[src/rtl/bsg_nasti_r_burst_arb.sv]
// Round-robin arbiter merging per-source NASTI R beats onto one R channel.
// A multi-beat burst locks the winning source until its last beat is accepted.
module bsg_nasti_r_burst_arb #(
   parameter int num_src_p    = 4,
   parameter int id_width_p   = 5,
   parameter int data_width_p = 64,
   parameter int max_beats_p  = 8
) (
   input  logic                                clk_i,
   input  logic                                reset_n_i,
   input  logic [num_src_p-1:0]                src_valid_i,
   input  logic [num_src_p*id_width_p-1:0]     src_id_i,
   input  logic [num_src_p*data_width_p-1:0]   src_data_i,
   input  logic [num_src_p-1:0]                src_last_i,
   output logic [num_src_p-1:0]                src_yumi_o,
   output logic                                nasti_r_valid_o,
   output logic [id_width_p-1:0]               nasti_r_id_o,
   output logic [data_width_p-1:0]             nasti_r_data_o,
   output logic                                nasti_r_last_o,
   output logic [1:0]                          nasti_r_resp_o,
   input  logic                                nasti_r_ready_i,
   output logic [num_src_p-1:0]                grant_o,
   output logic                                busy_o,
   output logic                                error_o
);

   localparam int SrcW  = $clog2(num_src_p);
   localparam int SrcW1 = SrcW + 1;
   localparam int BeatW = $clog2(max_beats_p);
   localparam logic [SrcW:0]    NumSrc  = SrcW1'(num_src_p);
   localparam logic [SrcW-1:0]  LastSrc = SrcW'(num_src_p - 1);
   localparam logic [BeatW-1:0] BeatMax = BeatW'(max_beats_p - 1);

   typedef enum logic {IDLE, BURST} state_e;

   state_e           state_q,   state_d;
   logic [SrcW-1:0]  rrPtr_q,   rrPtr_d;
   logic [SrcW-1:0]  lockSrc_q, lockSrc_d;
   logic [BeatW-1:0] beatCnt_q, beatCnt_d;
   logic             error_q,   error_d;

   logic             arbFound;
   logic [SrcW-1:0]  arbIdx;
   logic [SrcW:0]    candWide;
   logic [SrcW-1:0]  cand;
   logic             grantAny;
   logic [SrcW-1:0]  grantIdx;
   logic             handshake;

   function automatic logic [SrcW-1:0] nextIdx(input logic [SrcW-1:0] idx);
      return (idx == LastSrc) ? '0 : idx + SrcW'(1);
   endfunction

   // Rotating priority search starting at rrPtr_q, wrapping past the top source
   always_comb begin
      arbFound = 1'b0;
      arbIdx   = '0;
      candWide = '0;
      cand     = '0;
      for (int k = 0; k < num_src_p; k++) begin
         candWide = {1'b0, rrPtr_q} + SrcW1'(k);
         if (candWide >= NumSrc) candWide = candWide - NumSrc;
         cand = candWide[SrcW-1:0];
         if (!arbFound && src_valid_i[cand]) begin
            arbFound = 1'b1;
            arbIdx   = cand;
         end
      end
   end

   // Reset gates the grant so nothing leaks out while the block is held in reset
   always_comb begin
      if (state_q == BURST) begin
         grantAny = 1'b1;
         grantIdx = lockSrc_q;
      end else begin
         grantAny = arbFound;
         grantIdx = arbIdx;
      end
      grantAny = grantAny & reset_n_i;
   end

   always_comb begin
      grant_o        = '0;
      nasti_r_id_o   = '0;
      nasti_r_data_o = '0;
      nasti_r_last_o = 1'b0;
      for (int i = 0; i < num_src_p; i++) begin
         if (grantAny && (grantIdx == SrcW'(i))) begin
            grant_o[i]     = 1'b1;
            nasti_r_id_o   = src_id_i[i*id_width_p +: id_width_p];
            nasti_r_data_o = src_data_i[i*data_width_p +: data_width_p];
            nasti_r_last_o = src_last_i[i];
         end
      end
   end

   assign nasti_r_valid_o = |(grant_o & src_valid_i);
   assign src_yumi_o      = grant_o & src_valid_i & {num_src_p{nasti_r_ready_i}};
   assign nasti_r_resp_o  = 2'b00;
   assign handshake       = nasti_r_valid_o & nasti_r_ready_i;
   assign busy_o          = (state_q == BURST);
   assign error_o         = error_q;

   // Overlength bursts flag the error but keep the lock until the real last beat
   always_comb begin
      state_d   = state_q;
      rrPtr_d   = rrPtr_q;
      lockSrc_d = lockSrc_q;
      beatCnt_d = beatCnt_q;
      error_d   = error_q;
      if (handshake) begin
         if (state_q == IDLE) begin
            if (nasti_r_last_o) begin
               rrPtr_d = nextIdx(grantIdx);
            end else begin
               state_d   = BURST;
               lockSrc_d = grantIdx;
               beatCnt_d = BeatW'(1);
            end
         end else if (nasti_r_last_o) begin
            state_d   = IDLE;
            rrPtr_d   = nextIdx(lockSrc_q);
            beatCnt_d = '0;
         end else if (beatCnt_q == BeatMax) begin
            error_d = 1'b1;
         end else begin
            beatCnt_d = beatCnt_q + BeatW'(1);
         end
      end
   end

   always_ff @(posedge clk_i or negedge reset_n_i) begin
      if (!reset_n_i) begin
         state_q   <= IDLE;
         rrPtr_q   <= '0;
         lockSrc_q <= '0;
         beatCnt_q <= '0;
         error_q   <= 1'b0;
      end else begin
         state_q   <= state_d;
         rrPtr_q   <= rrPtr_d;
         lockSrc_q <= lockSrc_d;
         beatCnt_q <= beatCnt_d;
         error_q   <= error_d;
      end
   end

endmodule

[config.mk]
export PLATFORM = sky130hd
export DESIGN_NAME = bsg_nasti_r_burst_arb
export DESIGN_NICKNAME = d
export VERILOG_FILES = /design/src/rtl/bsg_nasti_r_burst_arb.sv
export SDC_FILE = /design/constraint.sdc
export NUM_CORES = 1
export LEC_CHECK = 0
export BUFFER_PORTS_ARGS = -buffer_cell sky130_fd_sc_hd__buf_2
export CORE_AREA = 2 2 143 145
export CTS_BUF_LIST = sky130_fd_sc_hd__clkbuf_4
export DETAILED_ROUTE_END_ITERATION = 10
export DIE_AREA = 0 0 145 147
export PLACE_DENSITY = 0.5
export SKIP_CTS_REPAIR_TIMING = 1
export SLEW_MARGIN = 20
export SYNTH_ARGS = -nofsm -noshare
export SYNTH_HDL_FRONTEND = slang
export SYNTH_SLANG_ARGS = --single-unit
[constraint.sdc]
create_clock -name clk_i -period 2.5 [get_ports clk_i]
set_input_delay 0.375 -clock clk_i [delete_from_list [all_inputs] [get_ports clk_i]]
set_output_delay 0.375 -clock clk_i [all_outputs]
set_load 0.02 [all_outputs]
==> results.py <==
metrics = {
    "status": {
        "status": "finished with violations",
        "failed_checks": "setup timing",
    },
    "timing": {
        "fmax_ghz": 0.3365,
        "rsz0062_at_grt": "true",
        "hold_viol": 0,
        "timing.hold.ws_ns": 0.001340,
        "fin_setup_tns_ns": -29.67,
        "slew_headroom_pct": 62.26,
        "finClkSkew_ns": 0.003911,
        "period_share_pct": 118.9,
        "period_minus_slack_ns": 2.972,
        "worstMarginPinSlew_ns": 0.5609,
        "setup_ws_ns": -0.4717,
        "finalSetupViolCount": 84,
        "maxSlewViolCount": 0,
    },
    "pwr": {
        "power_leakage_nw": 3.309,
        "p_per_area_nw_per_um2": 1717,
        "ir_drop_mv": 0.7831,
    },
    "placement": {
        "gp_congestion": 0.8754,
        "placedCellCount": 1233,
        "place_area_sq_um": 6485,
        "io_buffers": 367,
        "dp_hpwl_microns": 15440,
    },
    "route": {
        "drc": 0,
        "drt_iter0_markers": 308,
        "wirelength_microns": 20580,
        "num_vias": 5904,
        "vias_per_cell": 4.675,
        "antenna_left": 0,
        "wire_per_inst_microns": 16.30,
        "first_pass_iters": 7,
    },
    "cells_and_area": {
        "regArea_sq_um": 227.7,
        "n_fill_cell": 2162,
        "antenna_cells": 0,
        "nets": 1287,
        "design_area_sq_um": 7286,
        "fin_cells": 1263,
        "postLayoutCoreUtil_pct": 36.71,
        "drive_gt1_share_pct": 60.12,
        "area_delta_synth_final_pct": 124.9,
        "multi_input_area_sq_um": 3142,
    },
    "setup_path": {
        "timing.rr.start": "rrPtr_q[0]",
        "cp-start-kind": "flop",
        "reg2reg_slack_ns": -0.20,
        "crit_path_start": "rrPtr_q[0]",
        "path_max_fanout": 8,
        "worstReg2RegEnd": "beatCnt_q[1]",
        "endpoint_kind": "primary output",
        "critPathKind": "reg -> out",
        "crit_path_end": "nasti_r_data_o[63]",
        "worstPathArrival_ns": 2.60,
        "rr_worst_depth": 13,
        "cp.required_ns": 2.12,
    },
    "die": {
        "fp.dieH_microns": 147,
        "io_pins": 370,
        "rows": 52,
        "die_area_sq_um": 21320,
        "initial_core_util_pct": 16.32,
        "core_sq_um": 19840,
        "die_w_microns": 145,
    },
    "synthesis": {
        "synthMuxAreaShare_pct": 1.429,
        "synth_edf_count": 0,
        "syn_inst": 561,
        "synth_warnings": 0,
        "syn_area_sq_um": 3239,
        "synth_top_family_by_area": "compound AO/OA/AOI/OAI gates",
        "synth_fa_ha_area_share_pct": 2.317,
        "synth_compound_area_share_pct": 50.87,
        "synthXorXnorAreaFrac_pct": 0.2704,
        "avgSynthCellArea_sq_um": 5.774,
        "yosys.cell_types.count": 45,
        "ys_ff_latch": 9,
        "ys_seq_area_share_pct": 6.952,
        "async_reset_ff_share_pct": 100.0,
        "synth_ff_type": "dfrtp_1",
        "synth-simple-area-share_pct": 28.85,
    },
    "global_route": {
        "track_usage_pct": 16.13,
        "grt_pass1_wl_microns": 28290,
        "grt_antenna_before_repair": 0,
        "overflow": 0,
        "grt_max_degree": 38,
        "grt_pass1_vias": 5341,
    },
    "clock_network": {
        "clock_latency_ns": 0.26,
        "numCtsBuffers": 3,
        "cts.clk_slew.worst_paths_ns": 0.07,
        "cts.sinks": 9,
        "cts_tree": "built",
        "clockBufferDepth": 2,
        "h-tree-depth": 1,
        "root_buffer": "clkbuf_4",
    },
    "worst_hold_path": {
        "hp-class": "in -> async",
    },
    "job": {
        "drv_cap": 0,
    },
}
sequential cells by signal, indices dropped and copies added (netlist names):
signal,count
rrPtr_q,2
error_o,1
lockSrc_q,2
beatCnt_q,3
busy_o,1
metrics by stage:
step	total power, mW	setup slack, ns
floorplan	6.784	-0.02001
global placement	10.32	-0.4080
detailed placement	10.37	-0.4025
CTS	10.52	-0.6844
global route	13.45	-0.5952
finish	12.51	-0.4717
placed cells by master (no fill, tap or decap), types with 2 or more instances in the layout:
master / n
a21oi_1: 2
a21oi_2: 70
a21oi_4: 2
a221o_1: 2
a22oi_1: 2
a22oi_2: 2
and2_1: 3
buf_12: 26
buf_2: 292
buf_4: 147
buf_6: 16
buf_8: 3
clkbuf_16: 8
clkbuf_4: 4
conb_1: 2
dfrtp_1: 7
dfrtp_2: 2
ha_1: 2
ha_4: 4
inv_1: 2
inv_2: 2
mux2i_1: 2
nand2_1: 209
nor2_1: 8
nor2b_1: 4
o211ai_1: 137
o2bb2ai_1: 2
o311ai_2: 2
o311ai_4: 2
cell usage after synthesis (2+ instances only):
library cell | count | area share (%)
nor2b_1 | 4 | 0.77
mux2i_1 | 2 | 0.62
nor2_1 | 10 | 1.2
dfrtp_1 | 9 | 7.0
a221o_1 | 2 | 0.62
o2bb2ai_1 | 2 | 0.54
o311ai_0 | 2 | 0.54
nand2_1 | 209 | 24
a21oi_1 | 73 | 11
o211ai_1 | 137 | 32
buf_2 | 10 | 1.5
and2_1 | 3 | 0.58
buf_1 | 3 | 0.35
a32o_1 | 2 | 0.62
o311ai_2 | 2 | 1.0
nand2b_1 | 2 | 0.39
a22oi_1 | 3 | 0.70
buf_4 | 3 | 0.70
clkbuf_1 | 48 | 5.6
inv_1 | 5 | 0.58
ha_1 | 6 | 2.3
layer usage:
layer	routed length (microns)	track usage, %	part of all wire (%)	vias to the layer above
met5	0	0	0	-
met4	155	1.287	0.75	0
met3	1159	1.491	5.6	14
met2	10130	29.19	49	251
met1	9131	21.67	44	2721
li1	-	-	-	2918
power breakdown:
group	switching (mW)	total (mW)	internal [mW]
clock	0.0533	0.126	0.0724
sequential	0.0781	0.286	0.208
combinational	6.06	12.1	6.03
total	6.19	12.5	6.31
cell type report:
class,instances,area share [%]
repair buffers,492,48.19
multi-input cells,482,43.12
well taps,270,4.637
flip-flops and latches,9,3.126
inverters,6,0.5152
clock buffers,4,0.4122
how the worst min path moves through the flow:
stage / from / end / slack, ns / cells after the start
6_report: reset_n_i / error_o / 0.001 / 1
3_3_place_gp: reset_n_i / error_o / 0.28 / 1
3_5_place_dp: reset_n_i / error_o / 0.28 / 1
4_1_cts: reset_n_i / error_o / 0.002 / 1
5_1_grt: reset_n_i / error_o / -0.004 / 1
2_1_floorplan: reset_n_i / beatCnt_q[0] / 0.08 / 0
worst max-delay path, cell delays in order (launching register included):
cell,delay [ns]
dfrtp_1,0.37
inv_1,0.09
o21a_1,0.20
o221a_4,0.28
a21oi_4,0.18
ha_4,0.19
buf_12,0.13
buf_6,0.14
nor2b_1,0.06
a221o_1,0.34
o211ai_1,0.12
a21oi_2,0.07
buf_2,0.16
cells by family after synthesis:
kind of cell,count (synthesis)
fa+ha+maj,6
flops,9
xor+xnor,1
buf+inv,71
other cells,1
compound gates,234
simple gates,235
mux,4
(Power assumes the default switching activity.)
